==> src/rtl/fixed_point_pkg.sv <==
// Shared fixed-point constants and control-state encoding for the
// sign-magnitude multiply/add pipeline stages.
package fixed_point_pkg;

    localparam int DEFAULT_NUMBER_OF_BITS      = 16;
    localparam int DEFAULT_NUMBER_OF_FRAC_BITS = 8;

    typedef enum logic [1:0] {
        IDLE = 2'd0,
        BUSY = 2'd1,
        DONE = 2'd2
    } fsm_state_t;

endpackage

==> src/rtl/seq_multiplier.sv <==
// Sequential shift-add sign-magnitude fixed-point multiplier with saturation
// and a valid/ready handshake on both sides.
module seq_multiplier
    import fixed_point_pkg::*;
#(
    parameter int Number_of_bits      = DEFAULT_NUMBER_OF_BITS,
    parameter int Number_of_frac_bits = DEFAULT_NUMBER_OF_FRAC_BITS
) (
    input  logic                      clk,
    input  logic                      rst,
    input  logic                      in_valid,
    output logic                      in_ready,
    input  logic [Number_of_bits-1:0] op1,
    input  logic [Number_of_bits-1:0] op2,
    output logic                      out_valid,
    input  logic                      out_ready,
    output logic [Number_of_bits-1:0] result,
    output logic                      overflow
);

    localparam int MAG_W = Number_of_bits - 1;
    localparam int PP_W  = 2 * MAG_W;
    localparam int CNT_W = $clog2(MAG_W + 1);

    fsm_state_t                state_r, state_s;
    logic [PP_W-1:0]           mcand_r, mcand_s;
    logic [MAG_W-1:0]          mplier_r, mplier_s;
    logic [PP_W-1:0]           partial_r, partial_s;
    logic [CNT_W-1:0]          cnt_r, cnt_s;
    logic                      sign_r, sign_s;
    logic [Number_of_bits-1:0] result_r, result_s;
    logic                      overflow_r, overflow_s;
    logic                      out_valid_r, out_valid_s;
    logic                      in_ready_r, in_ready_s;
    logic [PP_W-1:0]           shifted_s;
    logic                      sat_s;
    logic [MAG_W-1:0]          mag_s;

    // State and datapath registers, cleared asynchronously by rst
    always_ff @(posedge clk or posedge rst) begin
        if (rst) begin
            state_r     <= IDLE;
            mcand_r     <= {PP_W{1'b0}};
            mplier_r    <= {MAG_W{1'b0}};
            partial_r   <= {PP_W{1'b0}};
            cnt_r       <= {CNT_W{1'b0}};
            sign_r      <= 1'b0;
            result_r    <= {Number_of_bits{1'b0}};
            overflow_r  <= 1'b0;
            out_valid_r <= 1'b0;
            in_ready_r  <= 1'b1;
        end else begin
            state_r     <= state_s;
            mcand_r     <= mcand_s;
            mplier_r    <= mplier_s;
            partial_r   <= partial_s;
            cnt_r       <= cnt_s;
            sign_r      <= sign_s;
            result_r    <= result_s;
            overflow_r  <= overflow_s;
            out_valid_r <= out_valid_s;
            in_ready_r  <= in_ready_s;
        end
    end

    // Next-state, shift-add iteration and saturating result formation
    always_comb begin
        state_s     = state_r;
        mcand_s     = mcand_r;
        mplier_s    = mplier_r;
        partial_s   = partial_r;
        cnt_s       = cnt_r;
        sign_s      = sign_r;
        result_s    = result_r;
        overflow_s  = overflow_r;
        out_valid_s = out_valid_r;
        in_ready_s  = in_ready_r;

        // Truncating shift drops fraction bits; anything above MAG_W saturates
        shifted_s = partial_r >> Number_of_frac_bits;
        sat_s     = |shifted_s[PP_W-1:MAG_W];
        if (sat_s) begin
            mag_s = {MAG_W{1'b1}};
        end else begin
            mag_s = shifted_s[MAG_W-1:0];
        end

        case (state_r)
            IDLE: begin
                if (in_valid) begin
                    state_s    = BUSY;
                    mcand_s    = {{MAG_W{1'b0}}, op1[MAG_W-1:0]};
                    mplier_s   = op2[MAG_W-1:0];
                    partial_s  = {PP_W{1'b0}};
                    cnt_s      = CNT_W'(MAG_W);
                    sign_s     = op1[MAG_W] ^ op2[MAG_W];
                    in_ready_s = 1'b0;
                end else begin
                    in_ready_s = 1'b1;
                end
            end
            BUSY: begin
                if (cnt_r != {CNT_W{1'b0}}) begin
                    if (mplier_r[0]) begin
                        partial_s = partial_r + mcand_r;
                    end else begin
                        partial_s = partial_r;
                    end
                    mcand_s  = mcand_r << 1;
                    mplier_s = mplier_r >> 1;
                    cnt_s    = cnt_r - CNT_W'(1);
                end else begin
                    // Zero magnitude never carries a sign
                    result_s    = {sign_r & (mag_s != {MAG_W{1'b0}}), mag_s};
                    overflow_s  = sat_s;
                    out_valid_s = 1'b1;
                    state_s     = DONE;
                end
            end
            DONE: begin
                if (out_ready) begin
                    state_s     = IDLE;
                    out_valid_s = 1'b0;
                    in_ready_s  = 1'b1;
                end else begin
                    out_valid_s = 1'b1;
                end
            end
            default: begin
                state_s     = IDLE;
                out_valid_s = 1'b0;
                in_ready_s  = 1'b1;
            end
        endcase
    end

    assign in_ready  = in_ready_r;
    assign out_valid = out_valid_r;
    assign result    = result_r;
    assign overflow  = overflow_r;

endmodule
==> config.mk <==
export PLATFORM = sky130hd
export DESIGN_NAME = seq_multiplier
export DESIGN_NICKNAME = d
export VERILOG_FILES = /design/src/rtl/fixed_point_pkg.sv /design/src/rtl/seq_multiplier.sv
export SDC_FILE = /design/constraint.sdc
export NUM_CORES = 1
export LEC_CHECK = 0
export ABC_AREA = 0
export CAP_MARGIN = 10
export CORE_UTILIZATION = 30
export CTS_CLUSTER_SIZE = 40
export DETAILED_ROUTE_END_ITERATION = 7
export PLACE_DENSITY = 0.58
export REMOVE_ABC_BUFFERS = 1
export SYNTH_ARGS = -nofsm -noshare
export SYNTH_HDL_FRONTEND = slang
export SYNTH_SLANG_ARGS = --single-unit
==> constraint.sdc <==
create_clock -name clk -period 3.9 [get_ports clk]
set_clock_uncertainty 0.2 [all_clocks]
set_input_delay 0.39 -clock clk [delete_from_list [all_inputs] [get_ports clk]]
set_output_delay 0.39 -clock clk [all_outputs]
set_load 0.02 [all_outputs]
* After elaboration in Yosys (flattened, before gate mapping) *
Index checks and enable logic that the tools add are counted.
Widths: inputs -> output; s select.

operators by class
  add/subtract/negate cells = 2
  equality and inequality tests = 7
  mux-type cells = 24
  bitwise logic cells = 5
  reduce and logical (&&, ||, !) cells = 12

operators by type and width
  operator             number
  $mux 30              5
  $pmux 30 s2          2
  $mux 15              3
  $add 30x30->30       1
  $pmux 15 s2          1
  $reduce_bool 15->1   1
  $ne 2x2->1 const B   5
  $mux 4               2
  $pmux 4 s2           1
  $reduce_and 2->1     4
  $reduce_or 7->1      1
  $mux 2               3
  $pmux 1 s3           2
  $pmux 2 s3           1
  $reduce_and 3->1     2
  $mux 1               4
  $reduce_and 4->1     1
  $reduce_bool 4->1    1
  $sub 4x1->4 const B  1
  $not 1->1            3
  $eq 2x1->1 const B   1
  $eq 2x2->1 const B   1
  $logic_not 2->1      1
  $reduce_bool 2->1    1
  other kinds (2)      2

storage, ports and cells
  register bits = 101
  logic and storage cells = 60

* Depth between registers and ports, before layout *
Gate-level depths: netlist of the first run.

  depth in word-level cells = 4
  gate-level depth with buffers = 13
  depth with buffers taken out = 11

* Least setup slack after synthesis of the first run *
No wires, ideal clock.

  kind = register to register
  start = reg mcand_r[0]
  end = reg partial_r[26]
  arrival = 2459 ps
  data required time = 3578 ps
  path slack = 1119 ps
  cell stages (with the launch flop) = 12
  period minus slack after synthesis = 2781 ps
  path through = dfrtp_1 > ha_1 > inv_1 > fa_1 > nor2b_4 > o31a_1 > o21ai_2 > a211oi_2 > o31ai_4 > a211oi_1 > or3_1 > a32o_1

on the way
  longest elaborated chain between the ends = 4

RTL lines
  item                    RTL line               RTL
  start, declared         seq_multiplier.sv:26   logic [PP_W-1:0] mcand_r, mcand_s;
  start signal, assigned  seq_multiplier.sv:43   mcand_r <= {PP_W{1'b0}};
  start signal, assigned  seq_multiplier.sv:54   mcand_r <= mcand_s;
  $add 30x30->30          seq_multiplier.sv:105  partial_s = partial_r + mcand_r;
  $mux 30                 seq_multiplier.sv:104  if (mplier_r[0]) begin
  $mux 30                 seq_multiplier.sv:103  if (cnt_r != {CNT_W{1'b0}}) begin
  $pmux 30 s2             seq_multiplier.sv:88   case (state_r)
  end signal, assigned    seq_multiplier.sv:45   partial_r <= {PP_W{1'b0}};
  end signal, assigned    seq_multiplier.sv:56   partial_r <= partial_s;
  end, declared           seq_multiplier.sv:28   logic [PP_W-1:0] partial_r, partial_s;

Every way passes these cells. The select of a mux whose other input is x is not followed.
A chain may end at the register's enable or synchronous reset.

* Worst setup path after layout of the first run *
Ends and elaborated chain as after synthesis.

==> flow_metrics.tcl, run 1 <==
set metrics [dict create \
    outcome "finished, final reports clean" \
    fin_nets 703 \
    drtIter0Drc 342 \
    gp_congestion 0.816 \
    critPathArrivalTime_ns 3.18 \
    fmax_mhz 318 \
    ys_top_cells_by_area "dfrtp_1 44%, ha_1 7.3%, o21ai_0 6.4%, nand2_1 5.3%, mux2i_1 5.0%" \
    crit_path_cell_trace "ha_1, inv_1, fa_1, nor2b_4, o31a_1, o21ai_2, a211oi_2, o31ai_4, a211oi_1, or3_1, a32o_1" \
    start_util_pct 31.1 \
    slew_headroom_pct 43.5 \
    dieArea_um2 19400 \
    drive_above_1_share_pct 6.74 \
    critPathKind "reg -> reg" \
    antenna_found_initial 0 \
    top_layer "met4" \
    power_density_nw_per_um2 643 \
    met3_length_um 483 \
    syn_avg_cell_area_um2 9.67 \
    cts.repair.resized 0 \
    synth-main-ff-cell "dfrtp_1" \
    yosysTopAreaCell "dfrtp_1" \
    post-synth-top-count-cell "dfrtp_1" \
    start_kind "flop" \
    grt_max_degree 72 \
    drc 0 \
    crit_start "mcand_r[0]" \
    wl_met1_mm 6.68 \
    grt_pass1_vias 4650 \
    cp-end-kind "flop" \
    dp_cells 851 \
    synth_cell_types 60 \
    async_reset_ff_share_pct 100 \
    clock_path_buffers 2 \
    ys_seq_area_share_pct 44.7 \
    cts_buffers 9 \
    hp-start "result[15]" \
    io_buffers 54 \
    muxShareOfSynthArea_pct 5.15 \
    leakage_uw 0.00304 \
    yosys.area_share.simple_pct 12.3 \
    synth_adder_area_share_pct 7.65 \
    crit_fanout 4 \
    num_io_pins 55 \
    insertion_delay_ns 0.34 \
    yosys_register_bits 101 \
    area_delta_synth_final_pct 19.5 \
    wl_met2_mm 6.35 \
    htree_levels 3 \
    irDropWorstVdd_uv 320 \
    grt_remaining_overflow 0 \
    die_x_um 139 \
    rsz0062_at_grt "no" \
    synth-compound-area-share_pct 24.2 \
    fp.dieH_um 139 \
    viasPerCell 5.19 \
    totalWireLength_mm 13.8 \
    cpLargestDelayFamily "compound AO/OA/AOI/OAI gates" \
    ys_warn_count 0 \
    period_minus_slack_ns 3.15 \
    tns_ns 0 \
    drtPass1Iterations 4 \
    min_period_over_period_pct 80.8 \
    rows 49 \
    grt_pass1_wl_mm 23.5 \
    synth_top_area_share_pct 44.2 \
    synthXorXnorAreaFrac_pct 3.10 \
    synth_top_family_by_area "compound AO/OA/AOI/OAI gates" \
    cts_setup_buffers 0 \
    dp_hpwl_mm 9.98 \
    cts_tree "yes" \
    ant_nets 0 \
    clkTransAtPathRegs_ns 0.07 \
    crit_buf_inv 1 \
    synth_common_cells "100 x dfrtp_1, 80 x nand2_1, 72 x o21ai_0" \
    synth_area_um2 5660 \
    netlist_instances 585 \
    wl_per_cell_um 15.9 \
    core_area_um2 18200 \
    drv_slew 0 \
    grt.total_usage_pct 14.9 \
    cts.sinks 101 \
    critPathMaxStageDelay_ns 0.43 \
    slowest_stage "dfrtp_1" \
    stdcell_count 867 \
    root_buffer "clkbuf_16" \
    setup_viol 0 \
    hold_ws_ns 0.270 \
    finalHoldViolations 0 \
    worstMarginPinSlew_ns 0.848 \
    cts_hold_buf 0 \
    required_ns 3.93 \
    vias 4502 \
    hold_path.class "reg -> reg" \
    synth_edf_count 0 \
    reg2reg_from "mcand_r[0]" \
    insertedDiodeCount 0 \
    cap_violations 0 \
]
## registers in the layout, summed over array words and instances, names as in the netlist, 2 cells and up
signal and flops:
mplier_r 15, result 16, state_r 2, partial_r 30, cnt_r 4, mcand_r 30
## worst register-to-register path: cells and delay by family (launching register included)
kind	cells	cell delay (ns)
buf+inv	1	0.08
compound gates	6	1.42
simple gates	2	0.39
fa+ha+maj	2	0.52
flops	1	0.43
## through the flow
stage	util [%]	total power, µW	setup WS [ns]	instance area (µm²)
detailed placement	35.4	3450	0.768	6450
floorplan	-	2880	-0.833	5550
CTS	37.1	4370	0.744	6760
finish	37.1	4340	0.751	6760
global placement	35.4	3390	0.810	6450
global route	37.1	4700	0.585	6760
## cell usage in the layout, fill, tap and decap left out, types with 8 or more instances in the layout
cell and count:
a21o_1 11, a21oi_1 35, a22o_1 19, buf_4 8, clkbuf_16 9, clkdlybuf4s50_1 54
dfrtp_1 100, ha_1 32, inv_1 16, mux2i_1 28, nand2_1 80, nand3_1 12
nor2_1 23, o21ai_0 71, o22a_1 14, xnor2_1 10, xor2_1 10
## routing by layer
| metal | track usage [%] | vias up |
|---|---|---|
| li1 | - | 2237 |
| met1 | 20.1 | 2175 |
| met2 | 23.8 | 76 |
| met3 | 2.79 | 14 |
| met4 | 5.44 | 0 |
| met5 | 0 | - |
## power breakdown
part | total, µW | internal (µW) | switching, µW
sequential | 1570 | 1340 | 237
clock | 910 | 517 | 393
combinational | 1860 | 708 | 1150
total | 4340 | 2560 | 1780
## cell type report
class,instances,area (µm²)
Fill cell,1754,11500
Timing Repair Buffer,62,601
Tap cell,229,287
Clock inverter,5,58.8
Multi-Input combinational cell,442,2970
Inverter,17,66.3
Clock buffer,11,243
Sequential cell,101,2530
## cells by family (layout without fill, tap and decap cells)
kind of cell	count (synthesis)	after routing
simple gates	154	154
mux	29	29
xor+xnor	20	20
compound gates	205	205
fa+ha+maj	34	34
flops	101	101
buf+inv	42	95
## worst paths after layout
check,endpoint,slack [ns],cells past startpoint
min,result[15],0.27,2
min in group asynchronous,sign_r,0.33,2
max in group asynchronous,partial_r[29],2.32,3
max,partial_r[26],0.75,11
min reg2reg,result[15],0.27,2
max reg2reg,partial_r[26],0.75,11
Power figures use the tool's default switching activity.
==> run 2, diff against run 1 <==
- PLACE_DENSITY: 0.58 -> 0.6
- clock period: 3.9 -> 2.6 ns (I/O delays scaled with it)
==> run 2 against run 1 <==
The flow now finishes with violations (negative setup slack). Power is 70% higher. Critical path type unchanged. Wire length up 6.4%. Sequential share of layout area down 3.8 points. Final cell count grew 9.5%.
==> flow_metrics.tcl, run 2 (synthesis gave the netlist of run 1 again) <==
set metrics [dict create \
    outcome "complete, but fails checks" \
    violations "negative setup slack" \
    grt_remaining_overflow 0 \
    insertion_delay_ns 0.36 \
    leakage_uw 0.00347 \
    worstMarginPinSlew_ns 0.701 \
    grt_max_degree 63 \
    fin_nets 785 \
    cts_buffers 9 \
    vias 4871 \
    dieArea_um2 19400 \
    p_sw_uw 2890 \
    slew_headroom_pct 52.8 \
    clkTransAtPathRegs_ns 0.07 \
    post-place-ws_ns -0.387 \
    power_frac_seq_pct 31.1 \
    min_period_over_period_pct 109 \
    cpMostUsedCell "a211oi_2" \
    totalWireLength_mm 14.7 \
    stdcell_count 949 \
    cts_tree "yes" \
    root_buffer "clkbuf_16" \
    drtPass1Iterations 4 \
    dp_cells 926 \
    num_io_pins 55 \
    mostFrequentLayoutCells "100 x dfrtp_1, 86 x buf_4, 79 x nand2_1, 66 x o21ai_0, 54 x clkdlybuf4s50_1" \
    irDropWorstVdd_uv 547 \
    critPathMaxStageDelay_ns 0.40 \
    crit_path_cell_trace "ha_2, inv_2, fa_2, nor2b_4, o31a_1, o21ai_2, a211oi_2, o31ai_4, a211oi_2, or3_1, a32o_1" \
    fp.dieH_um 139 \
    rsz0062_at_grt "yes" \
    cp-end-kind "flop" \
    ant_nets 0 \
    slowest_stage "dfrtp_1" \
    die_x_um 139 \
    htree_levels 3 \
    io_buffers 54 \
    drv_slew 0 \
    pwr-share-comb_pct 50.1 \
    crit_start "partial_r[0]" \
    clkPwrFrac_pct 18.8 \
    grt_pass1_vias 5078 \
    layout_commonest_cell "dfrtp_1" \
    clock_path_buffers 2 \
    finalHoldViolations 0 \
    swShare_pct 39.2 \
    reg2reg_from "partial_r[0]" \
    rows 49 \
    period_minus_slack_ns 2.85 \
    fmax_mhz 351 \
    wl_per_cell_um 15.5 \
    core_area_um2 18200 \
    cts.sinks 101 \
    critPathKind "reg -> reg" \
    required_ns 2.64 \
    cpLargestDelayFamily "compound AO/OA/AOI/OAI gates" \
    power_density_nw_per_um2 981 \
    grt_pass1_wl_mm 25.2 \
    setup_viol 11 \
    area_delta_synth_final_pct 32.9 \
    hp-start "result[15]" \
    grt.total_usage_pct 16.1 \
    dp_hpwl_mm 10.8 \
    cap_violations 0 \
    start_util_pct 31.1 \
    fin_ws_ns -0.247 \
    hold_path.class "reg -> reg" \
    gp_congestion 0.881 \
    tns_ns -1.51 \
    drive_above_1_share_pct 20.1 \
    drtIter0Drc 301 \
    insertedDiodeCount 0 \
    post-route-util_pct 41.3 \
    start_kind "flop" \
    drc 0 \
    critPathArrivalTime_ns 2.89 \
    crit_fanout 3 \
    crit_buf_inv 1 \
    antenna_found_initial 0 \
    p_int_uw 4480 \
    viasPerCell 5.13 \
]
[run 2: cell count changes in the layout (fill, tap and decap cells not counted), moves of 3 or more]
cell     before  now
buf_4         8   86
a21oi_1      35   30
o21ai_0      71   66
a21oi_2       3    8
ha_1         32   29
buf_12        0    3
o21ai_1       2    7
[run 2: stage by stage]
| step | area [µm²] | total power (µW) | hold WS (ns) |
|---|---|---|---|
| final | 7520 | 7370 | 0.271 |
| after global routing | 7520 | 7980 | 0.305 |
| after detailed placement | 7060 | 5890 | 0.263 |
| after floorplan | 5550 | 4320 | 0.129 |
| after global placement | 7060 | 5790 | 0.263 |
| after CTS | 7500 | 7380 | 0.279 |
[run 2: repair_timing]
action	in CTS	in global routing
pin swaps	17	10
endpoints found under the setup margin	13	16
resized for setup	20	8
hold endpoints to repair	12	0
buffers inserted	6	1
hold buffers	1	0
[run 2: worst paths after layout]
path                                  to  cells past startpoint  slack (ns)
min in group asynchronous   mplier_r[12]                      3        0.53
max                        partial_r[26]                     11       -0.25
max in group asynchronous    mcand_r[27]                      4        1.06
max reg2reg                partial_r[26]                     11       -0.25
min reg2reg                   result[15]                      2        0.27
min                           result[15]                      2        0.27
[run 2: area by class of cell]
cell class / count / area [µm²]
Clock buffer: 11 / 243
Multi-Input combinational cell: 442 / 3080
Timing Repair Buffer: 144 / 1260
Tap cell: 229 / 287
Sequential cell: 101 / 2530
Fill cell: 1725 / 10700
Inverter: 17 / 66.3
Clock inverter: 5 / 60.1
[run 2: power groups by stage]
stage          sequential (µW)  combinational [µW]  clock [µW]
4_1_cts                   2290                3670        1420
3_3_place_gp              2280                3510           0
2_1_floorplan             2290                2030           0
6_report                  2290                3690        1390
3_5_place_dp              2310                3580           0
5_1_grt                   2340                4150        1490
[run 2: worst reg2reg max path: stages (launching register included)]
cell      delay, ns
dfrtp_1        0.40
ha_2           0.20
inv_2          0.06
fa_2           0.23
nor2b_4        0.05
o31a_1         0.31
o21ai_2        0.19
a211oi_2       0.13
o31ai_4        0.25
a211oi_2       0.12
or3_1          0.35
a32o_1         0.26
[run 2: metal layers]
layer  global-route usage (%)  wire length (µm)  vias up
met4                     6.43               311        0
met5                        0                 0        -
met2                     26.6              7000       91
met3                     3.72               597       28
met1                     20.4              6760     2344
li1                         -                 -     2408
==> run 3, diff against run 2 <==
- CORE_ASPECT_RATIO: unset -> 1.75
- REMOVE_ABC_BUFFERS: 1 -> unset
==> run 3 against run 2 <==
The flow still finishes with violations (negative setup slack). Setup slack gained 0.12 ns. Sequential share of layout area shrank 0.78 points. Via count grew 1.1%. Final cell count grew 0.95%. Register-to-register slack gained 0.12 ns. Non-clock buffer count is the same. Sequential cell count is the same. Die area grew 0.11%. Power grew 3.3%. Final area grew 2.4%. First-iteration DRC count shrank 41%. Largest cell class unchanged.
==> flow_metrics.tcl, run 3 (synthesis gave the netlist of run 1 again) <==
set metrics [dict create \
    outcome "complete, but fails checks" \
    violations "negative setup slack" \
    cts_tree "yes" \
    root_buffer "clkbuf_16" \
    fin_ws_ns -0.129 \
    cts.sinks 101 \
    worst-path-stages 12 \
    critPathKind "reg -> reg" \
    drc 0 \
    power_density_nw_per_um2 990 \
    hold_ws_ns 0.0203 \
    crit_start "partial_r[0]" \
    stdcell_count 958 \
    cp-end-kind "flop" \
    grt_max_degree 55 \
    tns_ns -0.585 \
    clock_path_buffers 2 \
    critPathMaxStageDelay_ns 0.39 \
    drtPass1Iterations 4 \
    r2r_setup_slack_ns -0.13 \
    grt.total_usage_pct 16.1 \
    cpLargestDelayFamily "compound AO/OA/AOI/OAI gates" \
    dieArea_um2 19400 \
    critPathArrivalTime_ns 2.76 \
    slew_headroom_pct 66.1 \
    rows 66 \
    reg2reg_from "partial_r[0]" \
    cts_buffers 9 \
    required_ns 2.63 \
    worstMarginPinSlew_ns 0.508 \
    grt_pass1_vias 5188 \
    fp.dieH_um 184 \
    core_area_um2 18500 \
    antenna_found_initial 0 \
    period_minus_slack_ns 2.73 \
    finalHoldViolations 0 \
    crit_buf_inv 2 \
    layout_commonest_cell "dfrtp_1" \
    viasPerCell 5.14 \
    slowest_stage "dfrtp_1" \
    dp_cells 931 \
    hold_path.class "in -> async" \
    mostFrequentLayoutCells "100 x dfrtp_1, 80 x buf_4, 77 x nand2_1, 63 x o21ai_0, 54 x clkdlybuf4s50_1" \
    crit_fanout 3 \
    gp_congestion 0.901 \
    totalWireLength_mm 15.0 \
    min_period_over_period_pct 105 \
    insertedDiodeCount 0 \
    endpoint "partial_r[18]" \
    vias 4926 \
    clkTransAtPathRegs_ns 0.08 \
    r2r_end "partial_r[18]" \
    area_delta_synth_final_pct 36.1 \
    rsz0062_at_grt "yes" \
    post-place-ws_ns -0.182 \
    fill_cells 1886 \
    die_x_um 106 \
    start_kind "flop" \
    grt_remaining_overflow 0 \
    crit_path_cell_trace "ha_2, inv_2, fa_2, nor2b_4, o31a_1, o21ai_2, buf_4, a21o_2, a21o_1, a21oi_2, or3_1, a32o_1" \
    grt_pass1_wl_mm 25.0 \
    dp_hpwl_mm 11.1 \
    start_util_pct 30.6 \
    cts_hold_buf 0 \
    r2r_cells 12 \
    post-route-util_pct 41.6 \
    htree_levels 3 \
    io_buffers 54 \
    seq_area_um2 2530 \
    num_io_pins 55 \
    fmax_mhz 366 \
    drtIter0Drc 178 \
    cap_violations 0 \
    syn_nets 655 \
    drive_above_1_share_pct 22.4 \
    fin_nets 785 \
    multi_input_area_um2 3220 \
    leakage_uw 0.00351 \
    irDropWorstVdd_uv 559 \
    wl_per_cell_um 15.7 \
    ant_nets 0 \
    setup_viol 8 \
    drv_slew 0 \
    insertion_delay_ns 0.35 \
]
-- run 3: cell types whose count changed in the layout (fill, tap and decap cells not counted), sizes merged --
| cell | previous run | this run |
|---|---|---|
| inv | 17 | 20 |
| clkbuf | 11 | 9 |
| buf | 89 | 90 |
| clkinv | 3 | 2 |
| dlygate4sd3 | 1 | 0 |
-- run 3: worst min path at each step --
stage and to:
2_1_floorplan in_ready, 3_3_place_gp mplier_r[4], 3_5_place_dp mplier_r[4], 4_1_cts mplier_r[3], 5_1_grt mplier_r[4], 6_report mplier_r[2]
-- run 3: stage by stage --
stage          total power, µW  instance area (µm²)
4_1_cts                   7450                 7540
3_3_place_gp              5730                 7050
2_1_floorplan             4420                 5670
6_report                  7620                 7690
3_5_place_dp              5820                 7050
5_1_grt                   8220                 7690
-- run 3: layer usage --
layer	global-route usage (%)	vias to the layer above	part of all wire, %
li1	-	2398	-
met1	16.7	2395	38
met2	30.7	99	56
met3	2.62	34	2.2
met4	7.83	0	3.9
met5	0	-	0
-- run 3: worst reg2reg max path: cells and delay by family, from the launching register on --
family	cells	cell delay, ns
and+or+nand+nor	2	0.39
buffers and inverters	2	0.20
DFF	1	0.39
adders and majority gates	2	0.42
AOI/OAI and AO/OA	6	1.02
-- run 3: report_power, final --
group          internal (µW)  switching [µW]  total [µW]
sequential              2000             324        2330
combinational           1820            2080        3910
clock                    761             624        1380
-- run 3: final cells by class --
class                   count  share of cell area [%]
inverters                  17                   0.878
flip-flops and latches    101                    32.9
multi-input cells         442                    41.8
clock inverters             7                    1.02
repair buffers            144                    16.6
well taps                 238                    3.87
clock buffers               9                    2.93
-- run 3: what timing repair did --
action,CTS,global route
endpoints found under the setup margin,10,14
pin swaps,18,15
buffers inserted,7,5
hold endpoints to repair,0,0
gates resized for setup,29,28
==> RTL edit 1 (config.mk and constraints of run 2) <==
Put one more register stage on the output `overflow`, cleared by the reset. The value now appears one clock later. The other outputs are not delayed to match.
--- a/src/rtl/seq_multiplier.sv
+++ b/src/rtl/seq_multiplier.sv
@@ -139,3 +139,9 @@
     assign result    = result_r;
-    assign overflow  = overflow_r;
+    always_ff @(posedge clk or posedge rst) begin
+        if (rst) begin
+            overflow <= '0;
+        end else begin
+            overflow <= overflow_r;
+        end
+    end
 
Function: same outputs for any inputs over 10 cycles, from zero or initial values and one cycle with rst high; that may be too few to reach the edited logic, so the function may still have changed.
==> RTL edit 1 against run 2 <==
- worst setup slack improved by 35 ps
- wire length rose by 1.9%
- area after synthesis rose by 0.44%
- sequential share of layout area fell by 0.54 points
- die area rose by 0.44%
- the run still ends with setup timing left
- total power rose by 4.4%
- final cell count did not move
- largest power group unchanged
- sequential cell count rose by 1
- cell area rose by 2.6%
==> RTL edit 1: results (changes against run 2) <==
[synth]
netlist_area_um2=5680  ; +0.44%
synth.area.top_cells=dfrtp_1 (44%), ha_1 (7.3%), o21ai_0 (6.3%), nand2_1 (5.3%), mux2i_1 (4.9%)
synth-xor-area-share_pct=3.08  ; -0.014 points
muxShareOfSynthArea_pct=5.13  ; -0.023 points
synthTopCellsByCount=dfrtp_1 (101), nand2_1 (80), o21ai_0 (72)
synth_top_area_share_pct=44.5  ; +0.25 points
syn_inst=586  ; +0.17%

[global_routing]
grt_use_total_pct=16.1  ; -0.037 points
grtUsageMet3_pct=2.34  ; -1.4 points
grt_pass1_wl_um=25200  ; -0.11%
grt_max_degree=61  ; -3.2%

[finish]
clock_area_share_pct=4.18  ; +0.16 points
clockBufferCount=10  ; -1
regArea_um2=2550  ; +0.99%
buffer_area_share_pct=16.3  ; -0.36 points

[place]
dp_slack_ps=-336  ; +50.3 ps
place_area_um2=7070  ; +0.14%

[timing]
slew_headroom_pct=56.4  ; +3.6 points
setup_viol=11  ; unchanged
worst_slack_ps=-212  ; +34.9 ps

[route]
dr_wl_met3_um=457  ; -23%
met2_length_um=7330  ; +4.7%
drt_wl_total_um=15000  ; +1.9%
via_count=4921  ; +1.0%
drtIter0Drc=320  ; +6.3%

[power_and_ir_drop]
p_clk_mw=1.47  ; +6%
leakagePower_nw=3.50  ; +1.0%
intPower_mw=4.68  ; +4.5%

[run_status]
violations=setup timing
outcome=finished with violations

[min_path]
hold_path.class=in -> async

[worst_setup_path]
cp.arrival_ps=2860  ; -30 ps

RTL edit 1: what timing repair did:
item                                    CTS  global route
hold buffers                              0             0
buffers inserted                          4             5
pin swaps                                19            18
gates resized for setup                  32            19
endpoints found under the setup margin   13            15
RTL edit 1: final timing paths:
kind                       cells after the start                   start                        end
setup / recovery                              12  mcand_r[0]$_DFFE_PP0P_  partial_r[28]$_DFFE_PP0P_
setup reg to reg                              12  mcand_r[0]$_DFFE_PP0P_  partial_r[28]$_DFFE_PP0P_
min in group clk                               0  overflow_r$_DFFE_PP0P_         overflow$_DFF_PP0_
max in group asynchronous                      3                     rst  partial_r[20]$_DFFE_PP0P_
hold reg to reg                                0  overflow_r$_DFFE_PP0P_         overflow$_DFF_PP0_
hold / removal                                 3                     rst       cnt_r[3]$_DFFE_PP0P_
RTL edit 1: worst min-delay path, stage by stage:
cell and delay (ps):
clkdlybuf4s50_1 450, inv_4 90, buf_12 230
==> RTL edit 2 (flow settings as in run 2) <==
Made on the original files. Set the package constant `DEFAULT_NUMBER_OF_BITS` to 32 (it was 16).
--- a/src/rtl/fixed_point_pkg.sv
+++ b/src/rtl/fixed_point_pkg.sv
@@ -4,3 +4,3 @@
 
-    localparam int DEFAULT_NUMBER_OF_BITS      = 16;
+    localparam int DEFAULT_NUMBER_OF_BITS      = 32;
     localparam int DEFAULT_NUMBER_OF_FRAC_BITS = 8;
Ports: changed (resized op1, op2 and result); port bits go from 55 to 103. The function was not compared with the original's and may differ.
==> RTL edit 2 against run 2 <==
- the flow still finishes with violations (setup timing)
- synthesized cell count increased by 130%
- largest cell class unchanged
- final cell count increased by 140%
- sequential cell count increased by 97
- area after synthesis increased by 110%
- critical path depth decreased by 1
- worst setup slack got worse by 200 ps
- cell area increased by 130%
- wire length increased to 2.5 times the old value
- core utilization increased by 3.8 points
- via count increased by 130%
- total power increased by 110%
==> RTL edit 2: results (changes against run 2) <==
[power_and_ir_drop]
powerDensity_nw_per_um2=876  ; -11%
clock_power_share_pct=19.6  ; +0.8 points
p_seq_share_pct=28.6  ; -2.5 points
netSwitchingPower_mw=6.16  ; +110%
peakVddDrop_v=0.000754  ; +38%

[route]
dr.pass1.iters=5  ; +1
dr_wl_met3_um=1270  ; +110%
drtIter0Drc=604  ; +100%
drt_wl_total_um=36700  ; +150%
via_per_inst=5.00  ; -2.5%
drt-met1-wl_um=17400  ; +160%
met2_length_um=17300  ; +150%

[worst_setup_path]
r2r-start=partial_r[6]$_DFFE_PP0P_
cp_max_fo=5  ; +2
cp.arrival_ps=3210  ; +320 ps
worst_r2r_path_depth=10  ; -1

[finish]
nFillCells=3766  ; +120%
drive_gt1_share_pct=29.3  ; +9.2 points
stdcell_count=2267  ; +140%
final_nets=1871  ; +140%

[min_path]
hold_path.class=in -> async

[timing]
setup_viol=43  ; +32
worst_slew_pin_slew_ps=910  ; +209 ps
worst_slack_ps=-447  ; -200 ps

[global_routing]
grt_pass1_vias=11300  ; +120%
grtUsageMet3_pct=2.79  ; -0.92 points
grt_use_total_pct=18.5  ; +2.4 points
grt_pass1_wl_um=59900  ; +140%
grt_antenna_before_repair=0  ; unchanged

[clock_network]
insertion_delay_ps=470  ; +110 ps
cts_made_buffers=17  ; +8
clk_pin_slew_ps=90  ; +20 ps

[place]
dp.cells=2214  ; +140%
portBuffers=102  ; +89%
gp_congestion=0.873  ; -0.90%
place_hpwl_um=27300  ; +150%

[synth]
yosysUniqueCellTypes=71  ; +18%
synth.area.top_cells=dfrtp_1 (42%), ha_1 (7.0%), o21ai_0 (6.8%), nand2_1 (5.8%), mux2i_1 (5.3%)
syn_area_per_cell_um2=8.85  ; -8.4%
ys_seq_area_share_pct=41.9  ; -2.8 points
synthTopCellsByCount=dfrtp_1 (197), nand2_1 (184), o21ai_0 (160)
async_reset_ff_share_pct=100  ; unchanged

[run_status]
outcome=finished with violations
violations=setup timing

## RTL edit 2: repair_timing
action / 4_1_cts / 5_1_grt
endpoints found under the hold margin: 0 / 0
pin swaps: 65 / 68
setup endpoints to repair: 45 / 75
buffers inserted: 11 / 15
resized for setup: 138 / 66
## RTL edit 2: critical path: stages (launching register included)
cell and delay [ps]:
dfrtp_1 390, ha_1 310, and3_4 200, and3_4 170
a211o_4 350, o2111ai_4 310, a21oi_2 100, o211ai_2 240
a2111oi_4 120, or3_1 320, a32o_1 230
## RTL edit 2: through the flow
| stage | cell area (um^2) | TNS, ps | hold slack [ps] | worst slack, ps | utilization [%] |
|---|---|---|---|---|---|
| CTS | 17100 | -9570 | 35.7 | -438 | 44.1 |
| finish | 17500 | -11180 | 37.7 | -447 | 45.1 |
| floorplan | 11500 | -1372380 | 129 | -5090 | - |
| global route | 17500 | -15750 | 63.9 | -533 | 45.1 |
| global placement | 15800 | -13380 | 260 | -565 | 40.9 |
| detailed placement | 15800 | -15720 | 272 | -567 | 40.9 |
## RTL edit 2: area by class of cell
type | count | area, um^2 | area share, %
multi-input cells | 1032 | 7230 | 41.4
flip-flops and latches | 198 | 4960 | 28.4
repair buffers | 457 | 3850 | 22.1
well taps | 518 | 648 | 3.71
clock buffers | 17 | 425 | 2.44
clock inverters | 15 | 238 | 1.36
inverters | 30 | 120 | 0.688
## RTL edit 2: kinds of logic (layout without fill, tap and decap cells)
| family | count (synthesis) | after routing | share of synthesized area [%] |
|---|---|---|---|
| fa+ha+maj | 67 | 67 | 7.16 |
| flops | 198 | 198 | 41.9 |
| mux | 63 | 63 | 5.33 |
| simple gates | 451 | 451 | 17.1 |
| buf+inv | 105 | 519 | 3.41 |
| xor+xnor | 54 | 54 | 4.00 |
| compound gates | 397 | 397 | 21.1 |
